--- src/rtl/wave_scheduler_if.sv ---
// Bundles the wave scheduler's control, generator and DAC-side signals.
// The master side (sequencer/testbench) drives controls and generator data;
// the slave side (wave_scheduler) drives enables, restarts and the DAC path.
interface wave_scheduler_if #(
    parameter int NUM_SRC = 4,
    parameter int DIV_W   = 16
);
    logic [DIV_W-1:0]     div;
    logic                 run;
    logic                 burst;
    logic [1:0]           sel_req;
    logic                 sel_valid;
    logic                 sel_ack;
    logic [8*NUM_SRC-1:0] src_data;
    logic [NUM_SRC-1:0]   src_en;
    logic [NUM_SRC-1:0]   src_clr;
    logic [7:0]           dac_out;
    logic                 dac_valid;
    logic                 frame_start;
    logic                 busy;
    logic [1:0]           active_sel;

    modport master (
        output div, run, burst, sel_req, sel_valid, src_data,
        input  sel_ack, src_en, src_clr, dac_out, dac_valid, frame_start, busy, active_sel
    );

    modport slave (
        input  div, run, burst, sel_req, sel_valid, src_data,
        output sel_ack, src_en, src_clr, dac_out, dac_valid, frame_start, busy, active_sel
    );
endinterface

--- src/rtl/wave_scheduler.sv ---
// Sequences up to four waveform generators onto the shared 8-bit DAC.
// A sample-rate divider paces the active generator; source changes are
// deferred to frame boundaries so a displayed trace never mixes sources.
module wave_scheduler #(
    parameter int NUM_SRC   = 4,
    parameter int DIV_W     = 16,
    parameter int FRAME_LEN = 256
) (
    input  logic              clk,
    input  logic              reset,
    wave_scheduler_if.slave   bus
);
    localparam int CNT_W = $clog2(FRAME_LEN);

    typedef enum logic [1:0] {
        IDLE  = 2'd0,
        PRIME = 2'd1,
        RUN   = 2'd2
    } state_t;

    state_t             state, next_state;
    logic [DIV_W-1:0]   div_l;
    logic [DIV_W-1:0]   div_cnt;
    logic [CNT_W-1:0]   sample_cnt;
    logic               pend_valid;
    logic [1:0]         pend_sel;
    logic [1:0]         active_sel;
    logic [7:0]         dac_out;
    logic               dac_valid;
    logic               frame_start;

    logic               tick;
    logic               frame_end;
    logic               sel_legal;
    logic               pend_eff;
    logic [1:0]         clr_sel;
    logic [7:0]         cur_data;
    logic [NUM_SRC-1:0] src_en;
    logic [NUM_SRC-1:0] src_clr;
    logic               sel_ack;

    // Out-of-range selections are dropped without touching the pending slot.
    assign sel_legal = bus.sel_valid && (int'(bus.sel_req) < NUM_SRC);
    // A request arriving on the frame-end cycle counts toward that decision.
    assign pend_eff  = pend_valid || sel_legal;
    assign tick      = (state == RUN) && (div_cnt == div_l);
    assign frame_end = tick && (sample_cnt == CNT_W'(FRAME_LEN - 1));
    // The restart goes to the generator that is about to become active.
    assign clr_sel   = pend_valid ? pend_sel : active_sel;

    // State register.
    always_ff @(posedge clk or posedge reset) begin
        // NOTE: sequential state uses non-blocking assignments so every flop
        // samples pre-edge values regardless of block ordering.
        if (reset) state <= IDLE;
        else       state <= next_state;
    end

    // Next-state decode plus the cycle-exact strobes (enable, restart, ack).
    always_comb begin
        // NOTE: every output gets a default first so no path infers a latch.
        next_state = state;
        sel_ack    = 1'b0;
        src_en     = '0;
        src_clr    = '0;
        case (state)
            IDLE: begin
                if (bus.run || bus.burst) next_state = PRIME;
            end
            PRIME: begin
                next_state = RUN;
                sel_ack    = pend_valid;
                for (int i = 0; i < NUM_SRC; i++) src_clr[i] = (clr_sel == 2'(i));
            end
            RUN: begin
                for (int i = 0; i < NUM_SRC; i++) src_en[i] = tick && (active_sel == 2'(i));
                if (frame_end) begin
                    if (pend_eff)     next_state = PRIME;
                    else if (bus.run) next_state = RUN;
                    else              next_state = IDLE;
                end
            end
            default: next_state = IDLE;
        endcase
    end

    // Source mux: pick the active generator's byte out of the packed bus.
    always_comb begin
        cur_data = 8'd0;
        for (int i = 0; i < NUM_SRC; i++) begin
            if (active_sel == 2'(i)) cur_data = bus.src_data[8*i +: 8];
        end
    end

    // Datapath: pending selection, divider, sample counter and DAC capture.
    always_ff @(posedge clk or posedge reset) begin
        if (reset) begin
            div_l       <= '0;
            div_cnt     <= '0;
            sample_cnt  <= '0;
            pend_valid  <= 1'b0;
            pend_sel    <= 2'd0;
            active_sel  <= 2'd0;
            dac_out     <= 8'd128;
            dac_valid   <= 1'b0;
            frame_start <= 1'b0;
        end else begin
            dac_valid   <= 1'b0;
            frame_start <= 1'b0;

            // A fresh request always wins over the PRIME consuming the old one.
            if (sel_legal) begin
                pend_sel   <= bus.sel_req;
                pend_valid <= 1'b1;
            end else if (state == PRIME) begin
                pend_valid <= 1'b0;
            end

            case (state)
                IDLE: begin
                    dac_out <= 8'd128;
                end
                PRIME: begin
                    if (pend_valid) active_sel <= pend_sel;
                    div_l      <= bus.div;
                    div_cnt    <= '0;
                    sample_cnt <= '0;
                end
                RUN: begin
                    if (tick) begin
                        div_cnt     <= '0;
                        dac_out     <= cur_data;
                        dac_valid   <= 1'b1;
                        frame_start <= (sample_cnt == '0);
                        sample_cnt  <= sample_cnt + 1'b1;
                    end else begin
                        div_cnt <= div_cnt + 1'b1;
                    end
                end
                default: ;
            endcase
        end
    end

    assign bus.src_en      = src_en;
    assign bus.src_clr     = src_clr;
    assign bus.sel_ack     = sel_ack;
    assign bus.dac_out     = dac_out;
    assign bus.dac_valid   = dac_valid;
    assign bus.frame_start = frame_start;
    assign bus.busy        = (state != IDLE);
    assign bus.active_sel  = active_sel;
endmodule

--- src/flat_wrapper.sv ---
// flat-port wrapper written by rule: the top's interface ports become plain ports
module wave_scheduler_flat 
#(
    parameter int NUM_SRC   = 4,
    parameter int DIV_W     = 16,
    parameter int FRAME_LEN = 256
)
  (clk, reset, bus_div, bus_run, bus_burst, bus_sel_req, bus_sel_valid, bus_src_data, bus_sel_ack, bus_src_en, bus_src_clr, bus_dac_out, bus_dac_valid, bus_frame_start, bus_busy, bus_active_sel);
  wave_scheduler_if #(.NUM_SRC(NUM_SRC), .DIV_W(DIV_W)) bus_i ();
  input  logic clk;
  input  logic reset;
  input wire logic [$bits(bus_i.div)-1:0] bus_div;
  input wire logic [$bits(bus_i.run)-1:0] bus_run;
  input wire logic [$bits(bus_i.burst)-1:0] bus_burst;
  input wire logic [$bits(bus_i.sel_req)-1:0] bus_sel_req;
  input wire logic [$bits(bus_i.sel_valid)-1:0] bus_sel_valid;
  input wire logic [$bits(bus_i.src_data)-1:0] bus_src_data;
  output wire logic [$bits(bus_i.sel_ack)-1:0] bus_sel_ack;
  output wire logic [$bits(bus_i.src_en)-1:0] bus_src_en;
  output wire logic [$bits(bus_i.src_clr)-1:0] bus_src_clr;
  output wire logic [$bits(bus_i.dac_out)-1:0] bus_dac_out;
  output wire logic [$bits(bus_i.dac_valid)-1:0] bus_dac_valid;
  output wire logic [$bits(bus_i.frame_start)-1:0] bus_frame_start;
  output wire logic [$bits(bus_i.busy)-1:0] bus_busy;
  output wire logic [$bits(bus_i.active_sel)-1:0] bus_active_sel;
  assign bus_i.div = bus_div;
  assign bus_i.run = bus_run;
  assign bus_i.burst = bus_burst;
  assign bus_i.sel_req = bus_sel_req;
  assign bus_i.sel_valid = bus_sel_valid;
  assign bus_i.src_data = bus_src_data;
  assign bus_sel_ack = bus_i.sel_ack;
  assign bus_src_en = bus_i.src_en;
  assign bus_src_clr = bus_i.src_clr;
  assign bus_dac_out = bus_i.dac_out;
  assign bus_dac_valid = bus_i.dac_valid;
  assign bus_frame_start = bus_i.frame_start;
  assign bus_busy = bus_i.busy;
  assign bus_active_sel = bus_i.active_sel;
  wave_scheduler #(.NUM_SRC(NUM_SRC), .DIV_W(DIV_W), .FRAME_LEN(FRAME_LEN)) u_core (.clk(clk), .reset(reset), .bus(bus_i));
endmodule
--- config.mk ---
export PLATFORM = sky130hd
export DESIGN_NAME = wave_scheduler_flat
export DESIGN_NICKNAME = d
export VERILOG_FILES = /design/src/rtl/wave_scheduler_if.sv /design/src/rtl/wave_scheduler.sv /design/src/flat_wrapper.sv
export SDC_FILE = /design/constraint.sdc
export NUM_CORES = 1
export LEC_CHECK = 0
export CAP_MARGIN = 40
export CORE_MARGIN = 1.5
export CORE_UTILIZATION = 54
export CTS_CLUSTER_DIAMETER = 100
export DETAILED_ROUTE_END_ITERATION = 16
export PLACE_DENSITY = 0.92
export SYNTH_ARGS = -nofsm -noshare
export SYNTH_HDL_FRONTEND = slang
export SYNTH_SLANG_ARGS = --single-unit
--- constraint.sdc ---
create_clock -name clk -period 4.3 [get_ports clk]
set_input_delay 0.43 -clock clk [delete_from_list [all_inputs] [get_ports clk]]
set_output_delay 0.43 -clock clk [all_outputs]
set_load 0.01 [all_outputs]
==> flow_metrics.py, run 1 <==
metrics = {
    "drt": {
        "wirelength_mm": 9.081,
        "drcViolationCount": 0,
        "first_pass_iters": 6,
        "ant_nets": 0,
        "wl_per_cell_um": 19.00,
        "vias_per_cell": 6.098,
        "dr_total_vias": 2915,
        "first_iter_violations": 326,
    },
    "power": {
        "p_sw_share_pct": 20.53,
        "ir_drop_uv": 223.9,
        "leakage_uw": 0.001775,
        "power.share.clock_pct": 50.3,
        "sequentialPowerShare_pct": 42.7,
        "p_int_uw": 1020,
        "power_switching_uw": 263.5,
        "powerDensity_nw_per_um2": 289.8,
        "combPwrFrac_pct": 7.0,
    },
    "timing": {
        "skew_ns": 0.008090,
        "clock.fmax_ghz": 0.3118,
        "tns_ns": 0,
        "timing.final.crit_share_pct": 74.58,
        "hold_violations": 0,
        "fin_ws_ns": 1.093,
        "finalCriticalPeriod_ns": 3.207,
        "setup_viol": 0,
        "tightest_slew_ns": 0.7189,
        "finalMaxSlewViolations": 0,
        "rsz0062_at_grt": "no",
        "slew_headroom_pct": 52.08,
    },
    "worst_setup_path": {
        "worstSetupStartpointType": "register",
        "worstSetupEndpointType": "primary output",
        "worstPathArrival_ns": 2.78,
        "critPathKind": "register to primary output",
        "cp_max_fo": 6,
        "reg2reg_depth": 6,
        "worstPathRequired_ns": 3.87,
    },
    "yosys": {
        "synth_simple_gate_area_share_pct": 18.54,
        "synth.avg_cell_area_um2": 10.42,
        "synth-main-ff-cell": "dfrtp_1",
        "synth_top_family_by_area": "simple AND/OR/NAND/NOR gates",
        "synth-edff-count": 0,
        "yosysMostFrequentCell": "dfrtp_1",
        "yosys_warnings": 0,
        "synthCells": 320,
        "ys_top_cells_by_area": "dfrtp_1 (42%), mux2_2 (6.4%), mux4_2 (5.4%)",
        "ys_ff_latch": 57,
        "synthArstFlopShare_pct": 100.0,
        "synth-xor-area-share_pct": 4.465,
        "synth_common_cells": "dfrtp_1 (56), nand2_1 (31), mux2_2 (19)",
        "synthAdderAreaFrac_pct": 2.627,
        "synth_top_cell_area_share_pct": 42.03,
        "synth.distinct_cells": 56,
        "synth_compound_area_share_pct": 12.72,
        "synth.mux.area_fraction_pct": 15.12,
        "ys_seq_area_share_pct": 42.81,
        "syn-cell-area_um2": 3334,
        "synth_largest_area_cell": "dfrtp_1",
        "postSynthNetCount": 382,
    },
    "floorplan": {
        "start_util_pct": 55.99,
        "die_h_um": 81.58,
        "die-width_um": 81.58,
        "num_rows": 28,
        "coreArea_um2": 5956,
        "io_pins": 77,
        "die_area_um2": 6655,
    },
    "clock_network": {
        "post_cts_resized": 0,
        "clk_latency_ns": 0.35,
        "tritoncts": "built",
        "clock_sinks": 57,
        "postCtsSetupBuffers": 0,
        "clkTransAtPathRegs_ns": 0.07,
        "ctsHoldBuffers": 0,
        "cts-root-buf": "clkbuf_8",
        "htreeDepth": 3,
        "clock_path_buffers": 2,
        "cts_made_buffers": 9,
    },
    "cells_and_area": {
        "drive_gt1_share_pct": 16.87,
        "post-route-util_pct": 74.37,
        "final_cells": 478,
        "layout.nets": 460,
        "area_growth_pct": 32.83,
        "design_area_um2": 4429,
        "antennaDiodeCount": 0,
    },
    "placement": {
        "placedInstanceArea_um2": 4160,
        "routabilityCongestion": 0.8593,
        "port_buffers": 76,
        "dp_hpwl_mm": 6.031,
        "dp_slack_ns": 1.582,
        "placedCellCount": 461,
    },
    "global_route": {
        "overflow": 0,
        "grt_antenna_before_repair": 0,
        "grt_max_degree": 49,
        "grtUsageTotal_pct": 29.31,
        "grt_pass1_vias": 2804,
        "grt_first_pass_wirelength_mm": 14.22,
    },
    "flow_run": {
        "cap_violations": 0,
    },
    "min_path": {
        "hp-class": "primary input to asynchronous set/reset pin",
    },
    "run_status": {
        "status": "finished, final reports clean",
    },
}
cell type report:
type / instances / area [µm²]
multi-input combinational: 232 / 1783
fill: 387 / 1526
sequential: 57 / 1428
timing repair buffer: 79 / 798.3
clock buffer: 12 / 155.1
clock inverter: 4 / 98.84
tap: 75 / 93.84
inverter: 19 / 72.57
worst paths after layout:
check                                           from                       end  slack [ns]
worst max-delay path               u_core.div_cnt[2]             bus_src_en[2]        1.09
worst min-delay path                           reset     u_core.bus.dac_out[0]        0.31
max in group asynchronous                      reset  u_core.bus.active_sel[0]        3.11
min in group clk                u_core.sample_cnt[6]    u_core.bus.frame_start        0.52
worst min register to register  u_core.sample_cnt[6]    u_core.bus.frame_start        0.52
worst max register to register       u_core.state[0]         u_core.div_cnt[6]        2.01
worst max-delay path: stages (launching register included):
cell and delay (ns):
dfrtp_1 0.46, xnor2_1 0.26, nand4_1 0.23, nor4_4 0.45, nand2_2 0.21, nor3b_1 0.25
clkdlybuf4s50_1 0.57
cells in the final DEF (no fill, tap or decap), types with 10 or more instances in the layout:
cell             count
clkdlybuf4s50_1     76
dfrtp_1             56
nand2_1             31
mux2_2              19
nand3_1             18
inv_1               17
nor2_1              17
o22ai_1             15
xnor2_1             13
mux2i_1             11
clkbuf_8            11
o21ai_0             10
stage by stage:
stage	total power, µW	hold WS [ns]
2_1_floorplan	580.8	0.4738
3_3_place_gp	644.2	0.5051
3_5_place_dp	646.6	0.5115
4_1_cts	1291	0.3168
5_1_grt	1317	0.3366
6_report	1284	0.3144
power by group through the flow:
stage,logic (µW),clock network [µW],registers [µW]
floorplan,22.5,0,558
global placement,86.8,0,557
detailed placement,89.0,0,558
CTS,91.2,652,548
global route,97.3,671,549
finish,90.2,645,548
kinds of logic after synthesis:
family          after synthesis
simple gates                110
compound gates               60
flops                        57
mux                          38
buf+inv                      31
xor+xnor                     17
fa+ha+maj                     7
metal layers:
metal | up-vias | wire length, µm | GRT usage, % | share of wire, %
met5 | - | 0 | 0 | 0
met4 | 0 | 228 | 15.42 | 2.5
met3 | 19 | 620 | 5.667 | 6.8
met2 | 146 | 4587 | 46.36 | 51
met1 | 1436 | 3646 | 38.19 | 40
li1 | 1314 | - | - | -
sequential cells by signal (all words and copies together) (netlist names):
name and flops:
u_core.bus.active_sel 2, u_core.bus.dac_out 8, u_core.bus.dac_valid 1, u_core.bus.frame_start 1, u_core.div_cnt 16, u_core.div_l 16, u_core.pend_sel 2, u_core.pend_valid 1
u_core.sample_cnt 8, u_core.state 2
(Power assumes the default switching activity.)
==> run 2, diff against run 1 <==
--- a/config.mk
+++ b/config.mk
@@ -7,10 +7,10 @@
 export LEC_CHECK = 0
 export CAP_MARGIN = 40
 export CORE_MARGIN = 1.5
-export CORE_UTILIZATION = 54
+export CORE_UTILIZATION = 46
 export CTS_CLUSTER_DIAMETER = 100
 export DETAILED_ROUTE_END_ITERATION = 16
-export PLACE_DENSITY = 0.92
+export PLACE_DENSITY = 0.84
 export SYNTH_ARGS = -nofsm -noshare
 export SYNTH_HDL_FRONTEND = slang
 export SYNTH_SLANG_ARGS = --single-unit
==> constraint.sdc (replaced) <==
create_clock -name clk -period 2.6 [get_ports clk]
set_input_delay 0.26 -clock clk [delete_from_list [all_inputs] [get_ports clk]]
set_output_delay 0.26 -clock clk [all_outputs]
set_load 0.01 [all_outputs]
==> run 2 against run 1 <==
- critical path depth increased by 6
- hold slack got worse by 0.051 ns
- core utilization is 8.9 points lower
- sequential power is 65% higher
- combinational power grew 62%
- clock-buffer cell count fell by 1
- global-route usage shrank 5.7 points
- clock skew down 0.0014 ns
- non-clock buffer count increased by 16
- sequential share of layout area shrank 0.62 points
- critical endpoint is now u_core.state[1]
- largest cell class unchanged
==> flow_metrics.py, run 2 (same netlist as run 1, synthesis figures left out) <==
metrics = {
    "cells_and_area": {
        "most-common-layout-cells": "clkdlybuf4s50_1 (72), dfrtp_1 (55), nand2_1 (29), mux2_2 (19)",
        "top_regs": "u_core.div_cnt (16), u_core.div_l (16)",
        "area_growth_pct": 35.57,
        "final_common_cell": "clkdlybuf4s50_1",
        "antennaDiodeCount": 0,
        "post-route-util_pct": 65.45,
        "design_area_um2": 4521,
        "drive_gt1_share_pct": 21.72,
        "layout.nets": 476,
    },
    "global_route": {
        "grt_max_degree": 25,
        "grt_antenna_before_repair": 0,
        "overflow": 0,
        "grt_first_pass_wirelength_mm": 13.88,
        "grtUsageTotal_pct": 23.65,
        "grt_pass1_vias": 2855,
    },
    "placement": {
        "placedInstanceArea_um2": 4224,
        "routabilityCongestion": 0.8611,
        "dp_hpwl_mm": 6.002,
        "port_buffers": 76,
        "dp_slack_ns": 0.2061,
    },
    "worst_setup_path": {
        "path_buf_inv": 6,
        "startpoint": "u_core.div_cnt[12]",
        "critPathKind": "register to register",
        "reg2reg_depth": 12,
        "critical_path.reg2reg.startpoint": "u_core.div_cnt[12]",
        "crit_path_top_delay_cell": "dfrtp_1",
        "path_delay_family": "simple AND/OR/NAND/NOR gates",
        "cp-endpoint": "u_core.state[1]",
        "critPathMaxStageDelay_ns": 0.43,
        "worstSetupEndpointType": "register",
        "r2r_end": "u_core.state[1]",
        "worstPathRequired_ns": 2.85,
        "cp.depth": 12,
        "cp_max_fo": 6,
        "reg2reg_slack_ns": 0.07,
        "worstPathArrival_ns": 2.79,
        "worstSetupStartpointType": "register",
        "crit_path_cell_trace": "xnor2_1 -> nand4_1 -> buf_4 -> buf_4 -> buf_4 -> buf_4 -> buf_4 -> buf_4 -> nor2_4 -> nand4_1 -> or3_1 -> o211ai_1",
        "path_common_cell": "buf_4",
    },
    "drt": {
        "vias_per_cell": 5.565,
        "drcViolationCount": 0,
        "dr_total_vias": 2866,
        "wl_per_cell_um": 16.62,
        "wirelength_mm": 8.559,
        "ant_nets": 0,
        "first_pass_iters": 5,
        "first_iter_violations": 212,
    },
    "power": {
        "ir_drop_uv": 271.7,
        "powerDensity_nw_per_um2": 416.3,
        "leakage_uw": 0.001868,
        "finalPower_uw": 1882,
    },
    "clock_network": {
        "cts_made_buffers": 9,
        "tritoncts": "built",
        "clk_latency_ns": 0.34,
        "clock_sinks": 57,
        "htreeDepth": 3,
        "clkTransAtPathRegs_ns": 0.07,
        "cts-root-buf": "clkbuf_8",
        "clock_path_buffers": 2,
    },
    "timing": {
        "skew_ns": 0.006727,
        "clock.fmax_ghz": 0.3945,
        "holdWs_ns": 0.2637,
        "hold_violations": 0,
        "rsz0062_at_grt": "yes",
        "setup_viol": 0,
        "finalCriticalPeriod_ns": 2.535,
        "tightest_slew_ns": 0.7229,
        "timing.final.crit_share_pct": 97.48,
        "finalMaxSlewViolations": 0,
        "fin_ws_ns": 0.06540,
        "slew_headroom_pct": 51.81,
    },
    "min_path": {
        "hp-class": "primary input to asynchronous set/reset pin",
    },
    "floorplan": {
        "die-width_um": 88.14,
        "num_rows": 30,
        "start_util_pct": 48.28,
        "die_area_um2": 7769,
        "coreArea_um2": 6907,
        "die_h_um": 88.14,
        "io_pins": 77,
    },
    "flow_run": {
        "cap_violations": 0,
    },
    "run_status": {
        "status": "finished, final reports clean",
    },
}
## run 2: worst min path at each step
stage	startpoint	endpoint	slack (ns)	cells past startpoint
2_1_floorplan	bus_sel_valid	u_core.pend_valid	0.35	1
3_3_place_gp	u_core.sample_cnt[6]	u_core.bus.frame_start	0.51	1
3_5_place_dp	u_core.sample_cnt[6]	u_core.bus.frame_start	0.51	1
4_1_cts	reset	u_core.div_l[8]	0.28	2
5_1_grt	reset	u_core.div_l[8]	0.31	2
6_report	reset	u_core.div_l[8]	0.26	2
## run 2: repair_timing
action,CTS,global route
setup buffers,9,2
hold buffers,0,0
pin swaps,2,5
resized for setup,3,13
setup endpoints to repair,4,23
## run 2: cell type report
cell class	count	area [µm²]
sequential	57	1429
inverter	19	72.57
tap	96	120.1
multi-input combinational	232	1800
fill	531	2386
timing repair buffer	95	902.1
clock inverter	5	55.05
clock buffer	11	141.4
## run 2: metrics by stage
stage               setup TNS [ns]  cells
floorplan                        0    320
detailed placement               0    488
finish                           0    515
global route               -0.2349    515
CTS                              0    513
global placement                 0    488
## run 2: report_power, final
group | internal, µW | switching, µW | leakage (µW) | total, µW
combinational | 100 | 45.4 | 0.00103 | 146
sequential | 897 | 9.37 | 0.000741 | 906
clock | 465 | 365 | 0.0000953 | 830
total | 1460 | 420 | 0.00187 | 1880
## run 2: per-layer routing
layer,global-route usage [%],part of all wire [%]
met1,32.91,43
met2,36.64,50
met3,5.561,4.8
met4,7.813,1.8
met5,0,0
==> run 3, diff against run 2 <==
--- a/config.mk
+++ b/config.mk
@@ -8,7 +8,6 @@
 export CAP_MARGIN = 40
 export CORE_MARGIN = 1.5
 export CORE_UTILIZATION = 46
-export CTS_CLUSTER_DIAMETER = 100
 export DETAILED_ROUTE_END_ITERATION = 16
 export PLACE_DENSITY = 0.84
 export SYNTH_ARGS = -nofsm -noshare
==> results of run 3 <==
No change in the layout: final DEF, timing and power equal those of run 2.
==> variant (config.mk and constraints of run 2) <==
Re-encode `state_t` (3 states) as one-hot, 3 bits wide.
--- a/src/rtl/wave_scheduler.sv
+++ b/src/rtl/wave_scheduler.sv
@@ -12,10 +12,10 @@
 );
     localparam int CNT_W = $clog2(FRAME_LEN);
 
-    typedef enum logic [1:0] {
-        IDLE  = 2'd0,
-        PRIME = 2'd1,
-        RUN   = 2'd2
+    typedef enum logic [2:0] {
+        IDLE  = 3'b001,
+        PRIME = 3'b010,
+        RUN   = 3'b100
     } state_t;
 
     state_t             state, next_state;
Formal check against the unedited RTL: no difference found for any inputs over 10 cycles, from zero or initial values and one cycle with reset high; not proved beyond that.
==> variant against run 2 <==
Count of clock-buffer cells in the layout decreased by 1; area after synthesis down 2.4%; core utilization decreased by 1.2 points; critical endpoint is now bus_src_en[2]; setup slack improved by 0.068 ns; hold slack better by 0.043 ns; maximum frequency up 2.8%; first-iteration DRC count shrank 2.4%; die area decreased by 2.3%; cell area shrank 2.9%; wire length decreased by 2.9%; sequential cell count grew 1.
Power is not compared: it rests on default switching activity, and its combinational part moved more than twofold at a synthesized area within 25%.
==> variant: results <==
export IMPL_crit_path_end="bus_src_en[2]"
export IMPL_synth_xor_area_share_pct=5.84
export IMPL_place_area_sq_um=4120
export IMPL_cp_arrival_ns=2.21
export IMPL_avgViaCountPerCell=5.53
export IMPL_worst_skew_pair_late_latency_ns=0.33
export IMPL_seq_area_frac_synth_pct=44.7
export IMPL_setup_slack_ns=0.134
export IMPL_grtUsageMet3_pct=4.64
export IMPL_synthMuxAreaShare_pct=10.0
export IMPL_first_pass_iters=4
export IMPL_met2_usage_pct=39.4
export IMPL_finalClockSkew_ns=0.00676
export IMPL_gp_congestion=0.867
export IMPL_status="complete, no violations"
export IMPL_grt_pass1_wl_um=13700
export IMPL_insertedDiodeCount=0
export IMPL_drt_first_iter_violations=207
export IMPL_timing_hold_ws_ns=0.307
export IMPL_syn_inst=344
export IMPL_final_cells=523
export IMPL_grt_max_degree=33
export IMPL_timing_rr_start="u_core.div_cnt[5]"
export IMPL_cts_num_sinks=58
export IMPL_dp_cells=505
export IMPL_yosys_top_cells_area="dfrtp_1, nand2_1, mux4_2, xor2_1, mux2i_1"
export IMPL_nets=480
export IMPL_p_leak_nw=1.93
export IMPL_yosysUniqueCellTypes=48
export IMPL_nFillCells=544
export IMPL_grt_usage_pct=23.4
export IMPL_antenna_found_initial=0
export IMPL_dr_wl_met2_um=4230
export IMPL_synth_most_common_cell="nand2_1"
export IMPL_synth_compound_area_share_pct=8.69
export IMPL_grt_pass1_vias=2831
export IMPL_cts_buffers=9
export IMPL_comb_power_mw=1.13
export IMPL_wl_met3_um=354
export IMPL_worstMarginPinSlew_ns=0.633
export IMPL_power_switching_mw=1.16
export IMPL_use_met1_pct=29.0
export IMPL_cts_resized=3
export IMPL_place_ws_ns=0.260
export IMPL_wl_per_cell_um=15.9
export IMPL_synthAdderAreaFrac_pct=1.15
export IMPL_cts_setup_buffers=0
export IMPL_rr_endpoint="u_core.div_cnt[11]"
export IMPL_dp_hpwl_um=5930
export IMPL_syn_nets=402
export IMPL_r2r_cells=6
export IMPL_yosys_top_cells_count="nand2_1, dfrtp_1, nor2_1, inv_1, clkbuf_1"
export IMPL_layout_drive_gt1_share_pct=12.6
export IMPL_wl_met1_um=3480
export IMPL_crit_path_start="u_core.div_cnt[9]"
export IMPL_synthFlopType="dfrtp_1"
export IMPL_rrSetupSlack_ns=0.37
[variant: changes by cell type in the layout (fill, tap and decap cells not counted), moves of 8 or more]
cell     change
nand3_1      -8
o22ai_1     -13
nand2_1     +55
mux2_2      -15
xnor2_1     -10
xor2_1      +11
[variant: worst max-delay path, delay by kind of cell, from the launching register on]
| family | cells | cell delay (ns) |
|---|---|---|
| xor+xnor | 1 | 0.19 |
| buf+inv | 2 | 0.42 |
| flops | 1 | 0.44 |
| simple gates | 4 | 0.81 |
[variant: layout make-up]
cell class | count | area [sq um] | share of cell area (%)
clock inverters | 6 | 105 | 2.39
clock buffers | 10 | 128 | 2.91
multi-input cells | 246 | 1640 | 37.3
inverters | 18 | 67.6 | 1.54
repair buffers | 89 | 878 | 20.0
well taps | 96 | 120 | 2.74
flip-flops and latches | 58 | 1460 | 33.1
